$ cat src/rtl/wr_ctrl_pkg.sv
// Shared state encoding, default word geometry and helpers for the wr_burst_ctrl write master.
package wr_ctrl_pkg;

  localparam logic [1:0] S_IDLE  = 2'd0;
  localparam logic [1:0] S_PLAN  = 2'd1;
  localparam logic [1:0] S_BURST = 2'd2;
  localparam logic [1:0] S_DONE  = 2'd3;

  typedef enum logic [1:0] {
    IDLE  = S_IDLE,
    PLAN  = S_PLAN,
    BURST = S_BURST,
    DONE  = S_DONE
  } state_t;

  // Geometry of the default 32-bit data path; modules derive their own from DATA_W.
  localparam int unsigned BPW      = 4;
  localparam int unsigned BPW_LOG2 = 2;

  function automatic logic [31:0] min3(input logic [31:0] a, input logic [31:0] b,
                                       input logic [31:0] c);
    logic [31:0] m;
    m = (a < b) ? a : b;
    return (m < c) ? m : c;
  endfunction

endpackage

$ cat src/rtl/wr_burst_planner.sv
// Combinational burst-length planner for wr_burst_ctrl.
// Define WR_BURST_BOUNDARY_EN to stop bursts crossing a MAX_BURST-word aligned boundary.
module wr_burst_planner
  import wr_ctrl_pkg::*;
#(
  parameter int unsigned DATA_W    = 32,
  parameter int unsigned ADDR_W    = 32,
  parameter int unsigned MAX_BURST = 16,
  parameter int unsigned BC_W      = 16
) (
  input  logic [31:0]       remaining_beats,
  input  logic [ADDR_W-1:0] cur_addr,
  output logic [BC_W-1:0]   burst_len
);

  logic [31:0] room;

`ifdef WR_BURST_BOUNDARY_EN
  localparam int unsigned WORD_SHIFT = $clog2(DATA_W / 8);
  logic [ADDR_W-1:0] word_idx;

  // Words left before the next MAX_BURST-aligned word boundary.
  always_comb begin
    word_idx = cur_addr >> WORD_SHIFT;
    room     = 32'(MAX_BURST) - 32'(word_idx & ADDR_W'(MAX_BURST - 1));
  end
`else
  localparam int unsigned unused_bpw = DATA_W / 8;
  logic unused_addr;

  assign unused_addr = ^cur_addr;
  assign room        = 32'(MAX_BURST);
`endif

  assign burst_len = BC_W'(min3(32'(MAX_BURST), remaining_beats, room));

endmodule

$ cat src/rtl/wr_burst_ctrl.sv
// Avalon-MM burst write master: drains a show-ahead FIFO into memory, splitting a packet into
// bursts of at most MAX_BURST beats. Define WR_BURST_BOUNDARY_EN for boundary-aligned bursts.
module wr_burst_ctrl
  import wr_ctrl_pkg::*;
#(
  parameter int unsigned DATA_W    = 32,
  parameter int unsigned ADDR_W    = 32,
  parameter int unsigned MAX_BURST = 16,
  parameter int unsigned BC_W      = 16
) (
  input  logic                clk,
  input  logic                reset,
  input  logic                wr_ctrl,
  input  logic [31:0]         pkt_begin,
  input  logic [31:0]         pkt_end,
  input  logic [ADDR_W-1:0]   write_address,
  input  logic                empty,
  input  logic [DATA_W-1:0]   fifo_out,
  output logic                rd_from_fifo,
  output logic                busy,
  output logic                wr_ctrl_rdy,
  output logic                err,
  output logic [ADDR_W-1:0]   address,
  output logic [DATA_W-1:0]   writedata,
  output logic                write,
  output logic [BC_W-1:0]     burstcount,
  output logic [DATA_W/8-1:0] byteenable,
  input  logic                waitrequest
);

  localparam int unsigned WORD_BYTES = DATA_W / 8;
  localparam int unsigned WORD_SHIFT = $clog2(WORD_BYTES);

  state_t            state;
  logic [ADDR_W-1:0] cur_addr;
  logic [31:0]       remaining_beats;
  logic [BC_W-1:0]   beat_cnt;
  logic [BC_W-1:0]   burst_len;
  logic              len_neg;
  logic [31:0]       len_bytes;
  logic              beat_ok;

  assign len_bytes    = pkt_end - pkt_begin;
  assign write        = (state == BURST) && !empty;
  assign beat_ok      = write && !waitrequest;
  assign rd_from_fifo = beat_ok;
  assign writedata    = fifo_out;
  assign byteenable   = '1;

  wr_burst_planner #(
    .DATA_W    (DATA_W),
    .ADDR_W    (ADDR_W),
    .MAX_BURST (MAX_BURST),
    .BC_W      (BC_W)
  ) u_planner (
    .remaining_beats (remaining_beats),
    .cur_addr        (cur_addr),
    .burst_len       (burst_len)
  );

  always_ff @(posedge clk or negedge reset) begin
    if (!reset) begin
      state           <= IDLE;
      busy            <= 1'b0;
      wr_ctrl_rdy     <= 1'b0;
      err             <= 1'b0;
      address         <= '0;
      burstcount      <= '0;
      cur_addr        <= '0;
      remaining_beats <= '0;
      beat_cnt        <= '0;
      len_neg         <= 1'b0;
    end else begin
      wr_ctrl_rdy <= 1'b0;
      case (state)
        IDLE: begin
          if (wr_ctrl) begin
            cur_addr        <= write_address;
            remaining_beats <= len_bytes >> WORD_SHIFT;
            len_neg         <= pkt_end < pkt_begin;
            err             <= (pkt_end < pkt_begin) ||
                               ((len_bytes & 32'(WORD_BYTES - 1)) != '0);
            busy            <= 1'b1;
            state           <= PLAN;
          end
        end
        PLAN: begin
          if (remaining_beats == '0 || len_neg) begin
            state <= DONE;
          end else begin
            address    <= cur_addr;
            burstcount <= burst_len;
            beat_cnt   <= burst_len;
            state      <= BURST;
          end
        end
        BURST: begin
          if (beat_ok) begin
            beat_cnt        <= beat_cnt - BC_W'(1);
            remaining_beats <= remaining_beats - 32'd1;
            // burstcount still holds this burst's length, so it gives the address step.
            if (beat_cnt == BC_W'(1)) begin
              cur_addr <= cur_addr + (ADDR_W'(burstcount) << WORD_SHIFT);
              state    <= (remaining_beats == 32'd1) ? DONE : PLAN;
            end
          end
        end
        DONE: begin
          wr_ctrl_rdy <= 1'b1;
          busy        <= 1'b0;
          state       <= IDLE;
        end
        default: state <= IDLE;
      endcase
    end
  end

endmodule

$ cat config.mk
export PLATFORM = sky130hd
export DESIGN_NAME = wr_burst_ctrl
export DESIGN_NICKNAME = d
export VERILOG_FILES = /design/src/rtl/wr_ctrl_pkg.sv /design/src/rtl/wr_burst_planner.sv /design/src/rtl/wr_burst_ctrl.sv
export SDC_FILE = /design/constraint.sdc
export NUM_CORES = 1
export LEC_CHECK = 0
export CORE_MARGIN = 2
export CORE_UTILIZATION = 45
export CTS_BUF_LIST = sky130_fd_sc_hd__clkbuf_2
export DETAILED_ROUTE_END_ITERATION = 12
export GPL_ROUTABILITY_DRIVEN = 1
export PLACE_DENSITY = 0.7
export SLEW_MARGIN = 20
export SYNTH_ARGS = -nofsm -noshare
export SYNTH_HDL_FRONTEND = slang
export SYNTH_SLANG_ARGS = --single-unit
$ cat constraint.sdc
create_clock -name clk -period 3.3 [get_ports clk]
set_clock_uncertainty 0.05 [all_clocks]
set_input_delay 0.495 -clock clk [delete_from_list [all_inputs] [get_ports clk]]
set_output_delay 0.495 -clock clk [all_outputs]
set_load 0.1 [all_outputs]
Word-level counts from Yosys, hierarchy flattened

Index checks and enable logic that the tools add are counted.

Add/sub/neg operators: 4
Order comparisons: 3
Equal/unequal tests: 9
Mux-type cells: 21
Bitwise operators: 1
Reduce and logical (&&, ||, !) cells: 19

Operators with widths:

| cell                                                 | count |
|---|---|
| two-way mux 32 bit                                   | 6 |
| case mux 32 bit (2 select lines)                     | 2 |
| two-way mux 16 bit                                   | 3 |
| adder 32 x 18 -> 32 bit                              | 1 |
| == test 32 x 1 -> 1 bit (second input constant)      | 1 |
| zero test 32 bit                                     | 1 |
| < comparator 32 bit                                  | 1 |
| < comparator 32 x 5 -> 1 bit (second input constant) | 1 |
| < comparator 5 x 32 -> 1 bit (first input constant)  | 1 |
| case mux 16 bit (2 select lines)                     | 1 |
| nonzero test 32 bit                                  | 1 |
| subtractor 32 x 1 -> 32 bit (second input constant)  | 1 |
| subtractor 32 bit                                    | 1 |
| == test 16 x 1 -> 1 bit (second input constant)      | 1 |
| subtractor 16 x 1 -> 16 bit (second input constant)  | 1 |
| AND reduction 3 bit                                  | 3 |
| two-way mux 2 bit                                    | 4 |
| case mux 2 bit (4 select lines)                      | 1 |
| inequality test 2 bit (second input constant)        | 3 |
| AND reduction 2 bit                                  | 3 |
| nonzero test 2 bit                                   | 3 |
| == test 2 bit (second input constant)                | 2 |
| AND reduction 4 bit                                  | 1 |
| two-way mux 1 bit                                    | 3 |
| other kinds (8)                                      | 11 |

Flip-flop bits (word level): 134
Bits of input ports: 133
Output and inout bits: 89
Logic and storage cells: 67

Depth between registers and ports, before layout

Gate-level depths: netlist of run 1.

Word-level depth: 6
Depth in mapped cells: 12
Gate-level depth less buffers: 11

By module

A second synthesis of run 1 with hierarchy kept.

Cells, all modules: 1,159
Area, all modules: 9,794.4 um2

By module, submodules not included:

| module           | instances | cells an instance | area each (um2) | seq. area each (um2) |
|---|---|---|---|---|
| wr_burst_ctrl    | 1         | 1,126             | 9,559.2         | 3,353.2 |
| wr_burst_planner | 1         | 33                | 235.2           | 0.0 |

Least setup slack after synthesis of run 1

OpenSTA, ideal clock, no wires.

Path kind: reg2reg
Start point: register burstcount[0]
End point: register cur_addr[24]
Setup time: 0.065 ns
Data arrival time: 3.113 ns
Data required time: 3.185 ns
Slack: 0.073 ns
Stages on the path, launching flop included: 12
Path buffers: 0
Clock period less this slack: 3.227 ns
Cell sequence: dfrtp_1 -> ha_1 -> inv_1 -> fa_1 -> nor2b_1 -> o31a_1 -> o31a_1 -> o21ai_1 -> a2111oi_4 -> a211oi_1 -> a41oi_1 -> o21a_1

Longest elaborated chain between the ends: 4

Ends and longest elaborated chain:

| what                             | RTL line             | text |
|---|---|---|
| from (decl)                      | wr_burst_ctrl.sv:26  | `output logic [BC_W-1:0] burstcount,` |
| from (signal assigned)           | wr_burst_ctrl.sv:92  | `burstcount <= burst_len;` |
| adder 32 x 18 -> 32 bit          | wr_burst_ctrl.sv:103 | `cur_addr <= cur_addr + (ADDR_W'(burstcount) << WORD_SHIFT);` |
| two-way mux 32 bit               | wr_burst_ctrl.sv:102 | `if (beat_cnt == BC_W'(1)) begin` |
| two-way mux 32 bit               | wr_burst_ctrl.sv:98  | `if (beat_ok) begin` |
| case mux 32 bit (2 select lines) | wr_burst_ctrl.sv:75  | `case (state)` |
| to (signal assigned)             | wr_burst_ctrl.sv:78  | `cur_addr <= write_address;` |
| to (signal assigned)             | wr_burst_ctrl.sv:103 |  |
| to (decl)                        | wr_burst_ctrl.sv:35  | `logic [ADDR_W-1:0] cur_addr;` |

Every way passes these cells. The select of a mux whose other input is x is not followed.
A chain may end at the register's enable or synchronous reset.

Worst setup path in the final report of run 1

Start point: register remaining_beats[0]
End point: register beat_cnt[10]

Longest elaborated chain between the ends: 6
Elaborated cells between the ends (all ways): 10
Classes of those cells: 2 x order compare; 1 x eq/ne; 4 x mux; 3 x reduce/logical

Ends and longest elaborated chain:

| what                             | RTL line             | text |
|---|---|---|
| from (decl)                      | wr_burst_ctrl.sv:36  | `logic [31:0] remaining_beats;` |
| from (signal assigned)           | wr_burst_ctrl.sv:79  | `remaining_beats <= len_bytes >> WORD_SHIFT;` |
| from (signal assigned)           | wr_burst_ctrl.sv:100 | `remaining_beats <= remaining_beats - 32'd1;` |
| < comparator 5 x 32 -> 1 bit     | wr_ctrl_pkg.sv:23    | `m = (a < b) ? a : b;` |
| two-way mux 32 bit               | wr_ctrl_pkg.sv:23    |  |
| < comparator 32 x 5 -> 1 bit     | wr_ctrl_pkg.sv:24    | `return (m < c) ? m : c;` |
| two-way mux 16 bit               | wr_ctrl_pkg.sv:24    |  |
| two-way mux 16 bit               | wr_burst_ctrl.sv:88  | `if (remaining_beats == '0 \|\| len_neg) begin` |
| case mux 16 bit (2 select lines) | wr_burst_ctrl.sv:75  |  |
| to (signal assigned)             | wr_burst_ctrl.sv:93  | `beat_cnt <= burst_len;` |
| to (signal assigned)             | wr_burst_ctrl.sv:99  | `beat_cnt <= beat_cnt - BC_W'(1);` |
| to (decl)                        | wr_burst_ctrl.sv:37  | `logic [BC_W-1:0] beat_cnt;` |

Parallel ways exist; a longest one is shown, timed or not. The select of a mux whose other input is x is not followed.

==> results of run 1 <==
-- power by group through the flow --
stage | clock (mW) | combinational [mW] | sequential [mW]
3_3_place_gp | 0 | 5.05 | 2.97
6_report | 0.808 | 5.15 | 2.96
2_1_floorplan | 0 | 2.68 | 4.19
3_5_place_dp | 0 | 5.15 | 2.99
5_1_grt | 0.907 | 5.63 | 3.07
4_1_cts | 0.842 | 5.16 | 2.95
-- area by class of cell --
cell class / instances / area, µm² / area share (%)
tap: 270 / 338 / 3.00
antenna: 1 / 2.50 / 0.0222
inverter: 55 / 206 / 1.83
sequential: 134 / 3350 / 29.8
clock inverter: 9 / 65.1 / 0.577
clock buffer: 19 / 95.1 / 0.844
multi-input combinational: 878 / 5330 / 47.3
timing repair buffer: 200 / 1880 / 16.7
-- synthesized netlist by cell type, types with 6 or more instances --
cell,instances
nand4_1,9
a311oi_1,6
xor2_1,18
buf_2,9
or4_1,6
nand2_1,183
and2_1,18
nor3_1,33
o21a_1,14
o22ai_1,18
a21o_1,17
o21ai_0,80
or3_1,8
a211oi_1,16
a21oi_1,84
dfrtp_1,134
and3_1,14
ha_1,52
nor2_1,83
o21ai_1,13
a211o_1,6
xnor2_1,15
nand2b_1,16
clkbuf_1,36
o211ai_1,7
a31oi_1,16
buf_4,36
nand3_1,30
nor2b_1,9
o31ai_1,6
inv_1,54
nor4_1,15
-- logic make-up (layout without fill, tap and decap cells) --
group / Yosys count / in the layout / synth area share (%)
fa+ha+maj: 54 / 54 / 7.41
other cells: 1 / 5 / 0.0403
mux: 4 / 4 / 0.430
flops: 134 / 134 / 36.0
buf+inv: 138 / 283 / 7.13
compound gates: 333 / 333 / 22.6
xor+xnor: 33 / 33 / 3.10
simple gates: 450 / 450 / 23.2
-- through the flow --
step | hold slack [ns] | total power [mW] | cells | instance area (µm²) | utilization (%)
5_1_grt | 0.210 | 9.61 | 1566 | 11300 | 55.5
4_1_cts | 0.180 | 8.95 | 1565 | 11300 | 55.5
6_report | 0.254 | 8.92 | 1566 | 11300 | 55.5
3_3_place_gp | 0.405 | 8.02 | 1536 | 11100 | 54.7
2_1_floorplan | 0.149 | 6.87 | 1150 | 9330 | -
3_5_place_dp | 0.412 | 8.13 | 1536 | 11100 | 54.7
-- placed cells by master, fill, tap and decap left out, types with 5 or more instances in the layout --
master           netlist  final
clkdlybuf4s50_1        0    128
dfrtp_1              134    134
nand2b_1              16     14
a211o_1                6      6
xnor2_1               15     15
a211oi_1              16     15
xor2_1                18     18
o21a_1                14     14
or3_1                  8      8
o22ai_1               18     18
inv_1                 54     54
nor3b_1                5      5
a31oi_1               16     16
o31ai_1                6      6
and2_1                18     18
clkbuf_2               0     19
a311oi_1               6      6
ha_1                  52     52
nor2b_1                9      8
nand3_1               30     30
o21ai_1               13     13
o32ai_1                5      5
nand2_1              183    183
or4_1                  6      6
a21o_1                17     17
buf_4                 36     66
and3_1                14     14
a22oi_1                5      5
o21ai_0               80     80
a21oi_1               84     84
nor3_1                33     33
nor4_1                15     15
o211ai_1               7      7
nor2_1                83     82
nand4_1                9      9
-- flip-flops by register name, indices dropped and copies added (netlist names) --
name             flops
address             32
cur_addr            32
remaining_beats     32
beat_cnt            16
burstcount          16
state                2
busy                 1
err                  1
len_neg              1
wr_ctrl_rdy          1
-- worst reg2reg max path, stage by stage, from the launching register on --
cell,delay [ns]
dfrtp_1,0.50
inv_1,0.09
ha_1,0.17
or3b_1,0.40
or3_1,0.48
nor3_4,0.43
a211oi_4,0.22
nor2_1,0.27
buf_4,0.21
o21ai_1,0.08
o41ai_1,0.08
-- routing by layer --
layer  vias to the layer above  global-route usage, %  routed length [µm]
li1                       4349                      -                   -
met1                      4117                   31.1               11000
met2                       273                   37.3               11400
met3                        33                   2.93                1200
met4                         0                   7.29                 428
met5                         -                      0                   0
-- final timing paths --
check                                to  slack, ns  cells past startpoint
min                         cur_addr[1]       0.25                      3
max                        beat_cnt[10]       0.21                     10
min reg2reg                 address[10]       0.44                      2
min in group asynchronous   cur_addr[4]       0.35                      2
max reg2reg                beat_cnt[10]       0.21                     10
max in group asynchronous   address[11]       2.10                      3
==> metrics.cfg, run 1 <==
[floorplanning]
rows=52
io_pins=222
core_area_mm2=0.0203
dieArea_mm2=0.0219
die_w_um=148
die_h_um=148
initial_utilization_pct=45.9

[pwr]
power.net_switching_mw=4.74
pwr-share-seq_pct=33.2
ir_drop_v=0.000332
p_int_mw=4.18
powerDensity_mw_per_mm2=791
leakage_nw=5.14
pwr-share-clk_pct=9.1
swShare_pct=53.2
combPwrFrac_pct=57.8

[global_route]
grt_pass1_wl_um=40800
grt_max_degree=87
grt_pass1_vias=8346
antenna_found_initial=1
grt_util_all_layers_pct=22.6
grt-ovfl-total=0

[clock_network]
clock_path_buffers=2
ctsResizeCount=0
cts_setup_buffers=0
htreeDepth=4
clkLatencyLatePin_ns=0.70
cts_tree=built
cts_buffers=17
cts_sinks=134
ctsHoldBuffers=1
cts_root_buffer=clkbuf_2
path_clk_slew_ns=0.19

[sta]
slew_headroom_pct=33.8
rsz0062_at_grt=no
min_period_over_period_pct=93.5
finalSetupViolations=0
timing.final.ws_setup_ns=0.213
drv_slew=0
fin_setup_tns_ns=0
final.min_clock_period_ns=3.09
hold_viol=0
max_freq_mhz=324
worst_pin_slew_ns=0.989

[detailed_routing]
drt_iter0_drc=578
post_drt_wl_per_cell_um=15.4
drc=0
ant_nets=0
routed-via-count=8772
vias_per_cell=5.60
wl_um=24100
drt_pass1_iterations=6

[placed_design]
dp_hpwl_um=17700
place_ws_ns=-0.266
place.gp.congestion=0.935
numPortBuffers=153

[logic_synthesis]
yosys-top-cells-area=dfrtp_1 36%, nand2_1 7.4%, ha_1 7.0%, a21oi_1 4.5%, o21ai_0 4.3%
syn_area_mm2=0.00932
synthFlopType=dfrtp_1
synthDistinctLibCells=77
yosysSeqAreaShare_pct=36.0
synth_top_area_cell=dfrtp_1
synth_top_area_share_pct=36.0
synth.avg_cell_area_um2=8.12
synth_edf_count=0
synth_seq_cells=134
syn_inst=1147
async_reset_ff_share_pct=100
yosysWarnings=0

[setup_path]
max_stage_delay_ns=0.50
crit_arrival_ns=3.63
crit_chain=inv_1 > ha_1 > or3b_1 > or3_1 > nor3_4 > a211oi_4 > nor2_1 > buf_4 > o21ai_1 > o41ai_1
crit_path_end_kind=register
crit_path_start_kind=register
crit_start=remaining_beats[0]
crit_required_ns=3.84
r2r-start=remaining_beats[0]
critical-path-top-delay-family=simple AND/OR/NAND/NOR gates
slowest_stage=dfrtp_1
crit_type=reg2reg
cp_num_buf_inv=2
worstPathMaxFanout=13

[run]
maxCapViolations=0

[worst_hold_path]
hold_start=write_address[1]
min_path_type=in2reg

[layout]
finalNetCount=1473
areaGrowthSynthToFinish_pct=21.0
drive_above_1_share_pct=9.19
final.fill_count=1971

[status]
status=finished clean

(Power assumes the default switching activity.)
==> run 2, diff against run 1 <==
--- a/config.mk
+++ b/config.mk
@@ -5,9 +5,9 @@
 export SDC_FILE = /design/constraint.sdc
 export NUM_CORES = 1
 export LEC_CHECK = 0
-export CORE_MARGIN = 2
 export CORE_UTILIZATION = 45
 export CTS_BUF_LIST = sky130_fd_sc_hd__clkbuf_2
+export CTS_CLUSTER_DIAMETER = 30
 export DETAILED_ROUTE_END_ITERATION = 12
 export GPL_ROUTABILITY_DRIVEN = 1
 export PLACE_DENSITY = 0.7
==> run 2 against run 1 <==
Global-route usage is 0.28 points higher. Die area is 2.7% lower. Sequential power hardly changed. Clock power is 2% higher. Power hardly changed. Count of clock-buffer cells in the layout is 2 higher. Via count is 0.44% lower. Setup slack better by 0.034 ns. Register-to-register slack better by 0.06 ns.
==> metrics.cfg, run 2 (synthesis gave the netlist of run 1 again) <==
[clock_network]
htreeDepth=4
ctsResizeCount=0
ctsHoldBuffers=1
path_clk_slew_ns=0.18
clkLatencyLatePin_ns=0.71
cts_root_buffer=clkbuf_2
cts_tree=built
cts_sinks=134
cts_setup_buffers=0
clock_path_buffers=2
cts_buffers=17

[layout]
drive_above_1_share_pct=8.87
most-common-layout-cells=183 x nand2_1, 134 x dfrtp_1, 134 x clkdlybuf4s50_1
final_util_pct=55.8
areaGrowthSynthToFinish_pct=21.2
reg_top3=address: 32 flops, cur_addr: 32 flops, remaining_beats: 32 flops
layout_commonest_cell=nand2_1
final.fill_count=1927
finalNetCount=1473

[pwr]
powerDensity_mw_per_mm2=791
ir_drop_v=0.000322
pwr-share-clk_pct=9.2
swShare_pct=52.8
power.net_switching_mw=4.72
p_int_mw=4.21
pwr-share-seq_pct=32.8
p_total_mw=8.93
leakage_nw=5.14
combPwrFrac_pct=57.9

[sta]
min_period_over_period_pct=92.5
final.min_clock_period_ns=3.05
worst_pin_slew_ns=0.992
finalSetupViolations=0
timing.final.ws_setup_ns=0.247
slew_headroom_pct=33.6
rsz0062_at_grt=no
max_freq_mhz=328
drv_slew=0
hold_viol=0

[setup_path]
crit_required_ns=2.75
worstPathMaxFanout=11
crit_path_end_kind=output port
crit_path_start_kind=register
crit_type=reg2out
crit_arrival_ns=2.51

[placed_design]
numPortBuffers=153
place_ws_ns=-0.259
place.gp.congestion=0.885
dp_hpwl_um=17500

[worst_hold_path]
min_path_type=in2reg

[detailed_routing]
wl_um=23700
drc=0
drt_iter0_drc=498
drt_pass1_iterations=5
routed-via-count=8733
post_drt_wl_per_cell_um=15.1
vias_per_cell=5.57
ant_nets=0

[global_route]
use_met2_pct=38.1
antenna_found_initial=1
grt_pass1_wl_um=40000
grt_util_all_layers_pct=22.9
grt_use_met3_pct=3.79
grt_pass1_vias=8153
grtUsageMet1_pct=30.5
grt_max_degree=82
grt.busiest_layer=met2
grt-ovfl-total=0

[status]
status=finished clean

[floorplanning]
initial_utilization_pct=46.0
io_pins=222
die_h_um=146
die_w_um=146
core_area_mm2=0.0202
dieArea_mm2=0.0213
rows=52

[run]
maxCapViolations=0

run 2: changes by cell type in the layout (fill, tap and decap cells not counted), sizes merged:
cell / change
clkdlybuf4s50: +6
clkbuf: +2
buf: -6
clkinv: -1
run 2: worst paths after layout:
path	cells past startpoint	slack, ns	to	startpoint
max in group asynchronous	3	2.12	cur_addr[1]	reset
hold / removal	3	0.27	cur_addr[1]	write_address[1]
min in group asynchronous	2	0.31	cur_addr[5]	reset
setup reg to reg	9	0.27	beat_cnt[4]	remaining_beats[1]
setup / recovery	5	0.25	rd_from_fifo	state[0]
hold reg to reg	2	0.44	address[15]	address[15]
run 2: metal layers:
| layer | routed length, µm | up-vias | part of all wire, % |
|---|---|---|---|
| met4 | 317 | 0 | 1.3 |
| met1 | 11100 | 4115 | 47 |
| li1 | - | 4341 | - |
| met2 | 11300 | 251 | 47 |
| met3 | 1070 | 26 | 4.5 |
| met5 | 0 | - | 0 |
run 2: metrics by stage:
stage          hold WS (ns)  setup TNS, ns  instance area (µm²)  cells
2_1_floorplan         0.149              0                 9330   1150
3_3_place_gp          0.402         -0.796                11100   1536
3_5_place_dp          0.413          -1.27                11100   1536
4_1_cts               0.202              0                11300   1566
5_1_grt               0.200              0                11300   1567
6_report              0.269              0                11300   1567
run 2: area by class of cell:
type	instances	area (µm²)	share of cell area, %
well taps	270	338	2.99
inverters	55	206	1.83
diodes	1	2.50	0.0222
multi-input cells	878	5330	47.2
clock inverters	8	61.3	0.543
clock buffers	21	105	0.931
repair buffers	200	1890	16.8
flip-flops and latches	134	3350	29.7
run 2: worst max-delay path: stages (launching register included):
cell	delay, ns
dfrtp_1	0.55
nand2b_2	0.25
or3_1	0.37
inv_2	0.22
buf_4	0.24
buf_12	0.19
run 2: power by group through the flow:
stage | clock [mW] | sequential, mW | combinational [mW]
floorplan | 0 | 4.19 | 2.68
global placement | 0 | 2.93 | 5.09
detailed placement | 0 | 2.96 | 5.17
CTS | 0.846 | 2.92 | 5.18
global route | 0.911 | 3.04 | 5.61
finish | 0.825 | 2.93 | 5.17
